`src/rtl/arb8_pri_rr.sv`:
```
// Eight-client resource arbiter with active-low requests/enable and an inverted index output.
// Fixed-priority or round-robin selection, bounded hold time, one idle turnaround cycle between grants.
module arb8_pri_rr #(
    parameter int PRI_MODE = 0,
    parameter int MAX_HOLD = 16
) (
    input  logic       iClk,
    input  logic       iRst,
    input  logic [7:0] iReq,
    input  logic       iEI,
    output logic [7:0] oGnt,
    output logic [2:0] oGntIdx,
    output logic       oEO,
    output logic       oTimeout
);

    typedef enum logic [1:0] {
        IDLE  = 2'd0,
        GRANT = 2'd1,
        GAP   = 2'd2
    } state_t;

    localparam logic [7:0] HOLD_LAST    = 8'(MAX_HOLD - 1);
    localparam bit         HOLD_LIMITED = (MAX_HOLD != 0);

    state_t     state;
    logic [2:0] gntIdx;
    logic [2:0] rrPtr;
    logic [7:0] holdCnt;

    logic       winValid;
    logic [2:0] winIdx;
    logic [2:0] cand;
    logic       relHit;
    logic       timeHit;

    // Later loop iterations overwrite earlier ones, so the scan order sets the winner.
    always_comb begin
        winValid = 1'b0;
        winIdx   = 3'd0;
        cand     = 3'd0;
        if (PRI_MODE != 0) begin
            for (int n = 0; n < 8; n++) begin
                if (!iReq[n]) begin
                    winValid = 1'b1;
                    winIdx   = 3'(n);
                end
            end
        end else begin
            // Offset 8 wraps to rrPtr itself: the last grantee is considered last.
            for (int i = 8; i >= 1; i--) begin
                cand = rrPtr + 3'(i);
                if (!iReq[cand]) begin
                    winValid = 1'b1;
                    winIdx   = cand;
                end
            end
        end
    end

    assign relHit  = iReq[gntIdx];
    assign timeHit = HOLD_LIMITED && (holdCnt == HOLD_LAST);

    always_ff @(posedge iClk or posedge iRst) begin
        if (iRst) begin
            state    <= IDLE;
            gntIdx   <= 3'd0;
            rrPtr    <= 3'd7;
            holdCnt  <= 8'd0;
            oGnt     <= 8'hFF;
            oGntIdx  <= 3'b111;
            oEO      <= 1'b0;
            oTimeout <= 1'b0;
        end else begin
            oTimeout <= 1'b0;
            case (state)
                IDLE, GAP: begin
                    if (!iEI && winValid) begin
                        state   <= GRANT;
                        gntIdx  <= winIdx;
                        rrPtr   <= winIdx;
                        holdCnt <= 8'd0;
                        oGnt    <= ~(8'b1 << winIdx);
                        oGntIdx <= ~winIdx;
                        oEO     <= 1'b1;
                    end else begin
                        state <= IDLE;
                    end
                end
                GRANT: begin
                    if (relHit || iEI || timeHit) begin
                        // A release or disable at the same edge takes precedence over preemption.
                        state    <= GAP;
                        holdCnt  <= 8'd0;
                        oGnt     <= 8'hFF;
                        oGntIdx  <= 3'b111;
                        oEO      <= 1'b0;
                        oTimeout <= timeHit && !relHit && !iEI;
                    end else begin
                        holdCnt <= holdCnt + 8'd1;
                    end
                end
                default: begin
                    state   <= IDLE;
                    oGnt    <= 8'hFF;
                    oGntIdx <= 3'b111;
                    oEO     <= 1'b0;
                end
            endcase
        end
    end

endmodule

```
`config.mk`:
```
export PLATFORM = sky130hd
export DESIGN_NAME = arb8_pri_rr
export DESIGN_NICKNAME = d
export VERILOG_FILES = /design/src/rtl/arb8_pri_rr.sv
export SDC_FILE = /design/constraint.sdc
export NUM_CORES = 1
export LEC_CHECK = 0
export CAP_MARGIN = 20
export CORE_ASPECT_RATIO = 1.5
export CORE_MARGIN = 4
export CORE_UTILIZATION = 40
export DETAILED_ROUTE_END_ITERATION = 7
export PLACE_DENSITY = 0.62
export SLEW_MARGIN = 0
export SYNTH_ARGS = -nofsm -noshare
export SYNTH_HDL_FRONTEND = slang
export SYNTH_SLANG_ARGS = --single-unit
export TNS_END_PERCENT = 1
```
`constraint.sdc`:
```
create_clock -name iClk -period 4 [get_ports iClk]
set_input_delay 0.8 -clock iClk [delete_from_list [all_inputs] [get_ports iClk]]
set_output_delay 0.8 -clock iClk [all_outputs]
set_load 0.005 [all_outputs]
```
==> PnR_summary.wiki, run 1 <==
{| class="wikitable"
! Metric !! Value
|-
| Number of diodes || 0
|-
| Clock buffer depth || 2
|-
| Type of destination of the critical path || flop
|-
| Tightest slew margin relative to the limit || between 30% and 40%
|-
| CP Launch Type || flop
|-
| Worst endpoint data arrival time || roughly 3.7 ns
|-
| Max-slew violation count || 0
|-
| Vias per inst || ~5.7
|-
| Overall Global Routing Usage || 17.1%
|-
| Cell type with the highest aggregate area in the netlist || sky130_fd_sc_hd__dfrtp_1
|-
| Peak supply drop || roughly 460 µV
|-
| Top FF cell, synth || sky130_fd_sc_hd__dfrtp_1
|-
| Share of Yosys cell area claimed by the top area cell type || approximately 18%
|-
| Clock tree from TritonCTS || yes
|-
| Count of maximum capacitance violations || 0
|-
| Detailed Route Iter0 Violations || roughly 90
|-
| Cell depth of the worst flop-to-flop path || 9
|-
| Initial cell density of the core || between 40% and 50%
|-
| Mean instance size in the synthesized netlist || roughly 9.6 µm²
|-
| Global-route congestion overflow total || 0
|-
| Largest net degree at the start of global routing || 26
|-
| Number of cells on the worst hold path || 1
|-
| Most instantiated cells after synthesis || sky130_fd_sc_hd__nor2_1 (27), sky130_fd_sc_hd__o21ai_0 (18), sky130_fd_sc_hd__nand2_1 (17)
|-
| Maximum level of the CTS H-tree || 2
|-
| Number of enable-type register cells in the synthesized netlist || 0
|-
| Slew of the pin with the lowest slew margin || roughly 0.9 ns
|-
| Final setup TNS || 0 ns
|-
| Top-level I/O count || 24
|-
| Core ar. || 4890 µm²
|-
| Count of buffers inserted at the top-level ports || 23
|-
| Vertical extent of the die || roughly 96 µm
|-
| Total nets after synthesis || 226
|-
| Endpoint required time on the critical path || 4.22 ns
|-
| Most frequent cell after synthesis || sky130_fd_sc_hd__nor2_1
|-
| Final GP Congestion || 0.877
|-
| Vias in the first global route || around 1800
|-
| Result of the run || finished, final reports clean
|-
| Number of synthesized register bits || 29
|-
| Detailed-router iteration count before antenna repair || 4
|-
| Detailed-placement wirelength estimate || approximately 3.7 mm
|-
| Leak Pwr || between 0.0009 and 0.001 µW
|-
| DRC violation count after routing || 0
|-
| Clock tree root driver cell || sky130_fd_sc_hd__clkbuf_8
|-
| Count of cell types in the netlist || 49
|-
| DR vias || ~1700
|-
| Final hold slack || approximately 0.49 ns
|-
| Clk pin slew, worst setup/hold paths || 0.06 ns
|-
| Highest Clock Rate || a little under 0.3 GHz
|-
| Share of cells above drive strength 1 || 19.7%
|-
| Placement Rows || 31
|-
| Total CTS buffers || 5
|-
| Cts-stage hold buffer count || 0
|-
| P&R area growth vs syn || 18.7%
|-
| Final hold violations || 0
|-
| Total Nets Final || 252
|-
| Total of cells resized after clock tree synthesis || 0
|-
| Total non-filler cell area in the finished layout || ~2400 µm²
|-
| Crit Path Class || reg2reg
|-
| Number of instances in the synthesized netlist || ~210
|-
| Yosys warns || 0
|-
| Initial antenna violation count || 0
|-
| Total of endpoints with negative setup slack in the final report || 0
|-
| Utilization of the core after routing || about half
|-
| Share of async-settable or async-resettable flops after synthesis || 100%
|-
| Power per cell area || between 800 and 900 nW/µm²
|-
| Leading post-synthesis cells by cell area || sky130_fd_sc_hd__dfrtp_1 (18%), sky130_fd_sc_hd__dfstp_2 (18%), sky130_fd_sc_hd__mux4_2 (9.9%)
|-
| DRT Wirelength || between 4 and 5 mm
|-
| Netlist area before placement || slightly above 2000 µm²
|-
| Avg WL per Cell || between 15 and 20 µm
|-
| Crit share post-route || 86.3%
|-
| Part of the Yosys area used for sequential elements || 36.4%
|-
| Highest fanout seen on the critical path || 8
|-
| Instance area at placement || between 2000 and 2500 µm²
|-
| RSZ-0062 raised after global routing || false
|-
| Global-route wire length before repair || about 8.3 mm
|-
| HP Class || reg2reg
|-
| Clock period minus final worst setup slack || approximately 3.5 ns
|-
| # clock sinks || 29
|-
| Worst clock skew on the final layout || between 0.005 and 0.006 ns
|-
| Count of nets left with antenna violations after detail routing || 0
|-
| Clock network latency to the later pin of the worst-skew pair || around 0.28 ns
|-
| Die Area || around 6300 µm²
|-
| Buffers inserted by post-CTS timing repair || 0
|-
| Horizontal die dimension || about 66 µm
|}
[metrics by stage]
| stage | std cells | power (µW) | worst slack [ns] |
|---|---|---|---|
| floorplan | 212 | 1490 | 0.546 |
| global placement | 297 | 1800 | 0.399 |
| detailed placement | 297 | 1800 | 0.420 |
| CTS | 305 | 2030 | 0.543 |
| global route | 305 | 2200 | 0.395 |
| finish | 305 | 2030 | 0.547 |
[path summary, 6_finish.rpt]
check / endpoint / slack, ns / startpoint
max in group asynchronous: oGnt[0] / 2.26 / iRst
min in group asynchronous: gntIdx[2] / 1.03 / iRst
worst min-delay path: holdCnt[7] / 0.49 / holdCnt[7]
worst max register to register: oGnt[0] / 0.55 / rrPtr[1]
worst min register to register: holdCnt[7] / 0.49 / holdCnt[7]
worst max-delay path: oGnt[0] / 0.55 / rrPtr[1]
[flip-flops by register name, indices dropped and copies added, names as in the netlist]
register / count
gntIdx: 3
holdCnt: 8
oEO: 1
oGnt: 8
oGntIdx: 3
oTimeout: 1
rrPtr: 3
state: 2
[cells in the final DEF, fill, tap and decap left out, types with 2 or more instances in the layout]
cell                              instances
sky130_fd_sc_hd__clkdlybuf4s50_1         23
sky130_fd_sc_hd__nand3b_1                 2
sky130_fd_sc_hd__mux2_2                   6
sky130_fd_sc_hd__inv_1                    8
sky130_fd_sc_hd__mux4_2                   9
sky130_fd_sc_hd__nand2b_1                 7
sky130_fd_sc_hd__buf_4                    5
sky130_fd_sc_hd__a21oi_1                 10
sky130_fd_sc_hd__o21ai_0                 18
sky130_fd_sc_hd__o22a_1                   4
sky130_fd_sc_hd__ha_1                     3
sky130_fd_sc_hd__dfstp_2                 14
sky130_fd_sc_hd__o211ai_1                 3
sky130_fd_sc_hd__nor2b_1                  5
sky130_fd_sc_hd__nor2_1                  27
sky130_fd_sc_hd__o21ai_1                  2
sky130_fd_sc_hd__clkinv_2                 2
sky130_fd_sc_hd__nor3_1                   5
sky130_fd_sc_hd__mux2i_1                  5
sky130_fd_sc_hd__xor2_1                   5
sky130_fd_sc_hd__clkbuf_8                 5
sky130_fd_sc_hd__nand3_1                  4
sky130_fd_sc_hd__dfrtp_1                 15
sky130_fd_sc_hd__nand2_1                 17
sky130_fd_sc_hd__o21a_1                   4
sky130_fd_sc_hd__o22ai_1                  3
sky130_fd_sc_hd__a31oi_1                  3
sky130_fd_sc_hd__mux4_1                   2
[critical path: stages, from the launching register on]
cell	delay (ns)
sky130_fd_sc_hd__dfstp_2	0.53
sky130_fd_sc_hd__inv_1	0.08
sky130_fd_sc_hd__ha_1	0.49
sky130_fd_sc_hd__mux4_2	0.63
sky130_fd_sc_hd__mux2_4	0.31
sky130_fd_sc_hd__or4_1	0.47
sky130_fd_sc_hd__a31oi_1	0.14
sky130_fd_sc_hd__nor3_1	0.10
sky130_fd_sc_hd__o31ai_2	0.46
sky130_fd_sc_hd__o22a_1	0.19
[cells by family after synthesis]
logic type / count (synthesis) / synth area share (%)
and+or+nand+nor: 76 / 17.9
AOI/OAI and AO/OA: 58 / 18.6
DFF: 29 / 36.4
muxes: 23 / 19.0
buffers and inverters: 18 / 4.17
xor gates and xnor gates: 5 / 2.14
adders and majority gates: 3 / 1.84
[final cells by class]
class | instances | area [µm²]
tap | 66 | 82.6
sequential | 29 | 743
fill | 501 | 2460
clock buffer | 6 | 72.6
timing repair buffer | 28 | 268
clock inverter | 2 | 10.0
multi-input combinational | 165 | 1210
inverter | 9 | 33.8
[per-layer routing]
layer | up-vias | wire (µm) | GRT usage, %
met5 | - | 0 | 0
met4 | 0 | 153 | 9.15
met3 | 14 | 171 | 3.42
met2 | 41 | 2570 | 30.1
met1 | 860 | 1960 | 18.9
li1 | 833 | - | -
[power breakdown]
group	internal, µW	total (µW)	leakage (µW)	switching (µW)
clock network	120	225	0.0000450	105
registers	402	470	0.000346	67.9
logic	586	1330	0.000558	744
(Power assumes the default switching activity.)
==> inputs of run 2 (changes only) <==
Settings changed: CORE_ASPECT_RATIO 1.5 to 1.2.
==> run 2 against run 1 <==
Against the previous run:
- global-route usage is 0.28 points higher
- clock power grew 40%
- first-iteration DRC count fell by 9.9%
- critical path type unchanged
- highest routed layer unchanged
==> PnR_summary.wiki, run 2 (synthesis results as in run 1) <==
{| class="wikitable"
! Metric !! Value
|-
| Largest registers in the final layout || holdCnt x8, oGnt x8 (unchanged)
|-
| Global-route congestion overflow total || 0 (unchanged)
|-
| Power per cell area || 861 nW/µm² (was 836 nW/µm²)
|-
| Horizontal die dimension || 73.2 µm (was 66.3 µm)
|-
| Count of maximum capacitance violations || 0 (unchanged)
|-
| Result of the run || finished, final reports clean (unchanged)
|-
| Initial cell density of the core || 41.3% (was 41.8%)
|-
| Vias in the first global route || 1788 (was 1815)
|-
| Instance area at placement || 2340 µm² (unchanged)
|-
| Clock tree root driver cell || sky130_fd_sc_hd__clkbuf_8 (unchanged)
|-
| DRT Wirelength || 4.97 mm (was 4.86 mm)
|-
| Peak supply drop || 334 µV (was 461 µV)
|-
| Share of cells above drive strength 1 || 20.3% (was 19.7%)
|-
| Crit share post-route || 86.2% (was 86.3%)
|-
| Max-slew violation count || 0 (unchanged)
|-
| Total non-filler cell area in the finished layout || 2480 µm² (was 2420 µm²)
|-
| Largest net degree at the start of global routing || 27 (was 26)
|-
| Buffers inserted by post-CTS timing repair || 0 (unchanged)
|-
| Avg WL per Cell || 16.5 µm (was 15.9 µm)
|-
| Clock network latency to the later pin of the worst-skew pair || 0.28 ns (about the same)
|-
| Final hold violations || 0 (unchanged)
|-
| Cts-stage hold buffer count || 0 (unchanged)
|-
| Detailed Route Iter0 Violations || 82 (was 91)
|-
| Clock period minus final worst setup slack || 3.45 ns (about the same)
|-
| Endpoint required time on the critical path || 4.22 ns (about the same)
|-
| Detailed-placement wirelength estimate || 3.56 mm (was 3.66 mm)
|-
| Slew of the pin with the lowest slew margin || 0.507 ns (was 0.926 ns)
|-
| Vias per inst || 5.74 (was 5.73)
|-
| Highest fanout seen on the critical path || 8 (unchanged)
|-
| Most common cell after layout, fill and taps aside || sky130_fd_sc_hd__nor2_1 (unchanged)
|-
| Core ar. || 4940 µm² (was 4890 µm²)
|-
| Total Nets Final || 254 (was 252)
|-
| Die Area || 6320 µm² (was 6340 µm²)
|-
| Clock buffer depth || 2 (unchanged)
|-
| Count of nets left with antenna violations after detail routing || 0 (unchanged)
|-
| Leak Pwr || 0.000979 µW (was 0.000948 µW)
|-
| Total CTS buffers || 5 (unchanged)
|-
| Highest Clock Rate || 0.290 GHz (about the same)
|-
| Number of instances in the placed design || 292 (was 297)
|-
| Worst endpoint data arrival time || 3.67 ns (about the same)
|-
| Clock tree from TritonCTS || yes (unchanged)
|-
| Total of endpoints with negative setup slack in the final report || 0 (unchanged)
|-
| Final hold slack || 0.495 ns (was 0.487 ns)
|-
| Top-level I/O count || 24 (unchanged)
|-
| Total of cells resized after clock tree synthesis || 0 (unchanged)
|-
| Final standard cell count with taps included and fillers excluded || 301 (was 305)
|-
| Vertical extent of the die || 86.3 µm (was 95.5 µm)
|-
| FF-to-FF setup slack || 0.55 ns (about the same)
|-
| Placement Rows || 28 (was 31)
|-
| Global-route wire length before repair || 8.54 mm (was 8.29 mm)
|-
| CP Launch Type || flop (unchanged)
|-
| DR vias || 1727 (was 1748)
|-
| Maximum level of the CTS H-tree || 2 (unchanged)
|-
| Clk pin slew, worst setup/hold paths || 0.06 ns (about the same)
|-
| Initial antenna violation count || 0 (unchanged)
|-
| Worst clock skew on the final layout || 0.00622 ns (was 0.00537 ns)
|-
| Number of diodes || 0 (unchanged)
|-
| Overall Global Routing Usage || 17.4% (was 17.1%)
|-
| Type of destination of the critical path || flop (unchanged)
|-
| Final setup TNS || 0 ns (unchanged)
|-
| Detailed-router iteration count before antenna repair || 4 (unchanged)
|-
| DRC violation count after routing || 0 (unchanged)
|-
| RSZ-0062 raised after global routing || false (unchanged)
|-
| Crit Path Class || reg2reg (unchanged)
|-
| Tightest slew margin relative to the limit || 66.0% (was 38.2%)
|-
| # clock sinks || 29 (unchanged)
|-
| P&R area growth vs syn || 21.7% (was 18.7%)
|-
| Final GP Congestion || 0.872 (was 0.877)
|-
| Count of buffers inserted at the top-level ports || 23 (unchanged)
|-
| Leading cell types in the layout, fill and taps excluded || sky130_fd_sc_hd__nor2_1 (27), sky130_fd_sc_hd__clkdlybuf4s50_1 (23), sky130_fd_sc_hd__o21ai_0 (18) (unchanged)
|-
| HP Class || reg2reg (unchanged)
|}
## run 2: routing by layer
layer  GRT usage [%]  wire, µm  vias up
met5               0         0        -
met4            7.38        98        0
met3            3.48       154        9
met2            27.9      2480       33
met1            22.5      2240      844
li1                -         -      841
## run 2: per-stage QoR
stage / util (%) / setup WS [ns] / total power, µW
6_report: 50.3 / 0.551 / 2140
5_1_grt: 50.3 / 0.381 / 2320
4_1_cts: 49.7 / 0.579 / 2150
3_5_place_dp: 47.4 / 0.399 / 1820
3_3_place_gp: 47.4 / 0.430 / 1810
2_1_floorplan: - / 0.546 / 1490
## run 2: worst max-delay path, stage by stage, from the launching register on
cell and delay, ns:
sky130_fd_sc_hd__dfstp_2 0.53, sky130_fd_sc_hd__inv_1 0.09, sky130_fd_sc_hd__ha_1 0.47, sky130_fd_sc_hd__mux4_2 0.62
sky130_fd_sc_hd__mux2_4 0.31, sky130_fd_sc_hd__or4_1 0.49, sky130_fd_sc_hd__a31oi_1 0.16, sky130_fd_sc_hd__nor3_1 0.10
sky130_fd_sc_hd__o31ai_2 0.44, sky130_fd_sc_hd__o22a_1 0.18
## run 2: cell type report
type                       instances  area, µm²
clock inverter                     1       30.0
inverter                           9       33.8
fill                             472       2450
multi-input combinational        165       1210
tap                               60       75.1
sequential                        29        743
timing repair buffer              30        303
clock buffer                       7       86.3
## run 2: worst paths after layout
kind / start / endpoint / cells after the start
setup / recovery: rrPtr[1] / oGnt[1] / 9
hold / removal: holdCnt[7] / holdCnt[7] / 1
setup reg to reg: rrPtr[1] / oGnt[1] / 9
hold reg to reg: holdCnt[7] / holdCnt[7] / 1
max in group asynchronous: iRst / oGnt[0] / 4
min in group asynchronous: iRst / oGntIdx[2] / 2
## run 2: power by group
group	internal [µW]	switching, µW	total, µW
registers	402	66.7	469
logic	605	752	1360
clock network	203	113	316
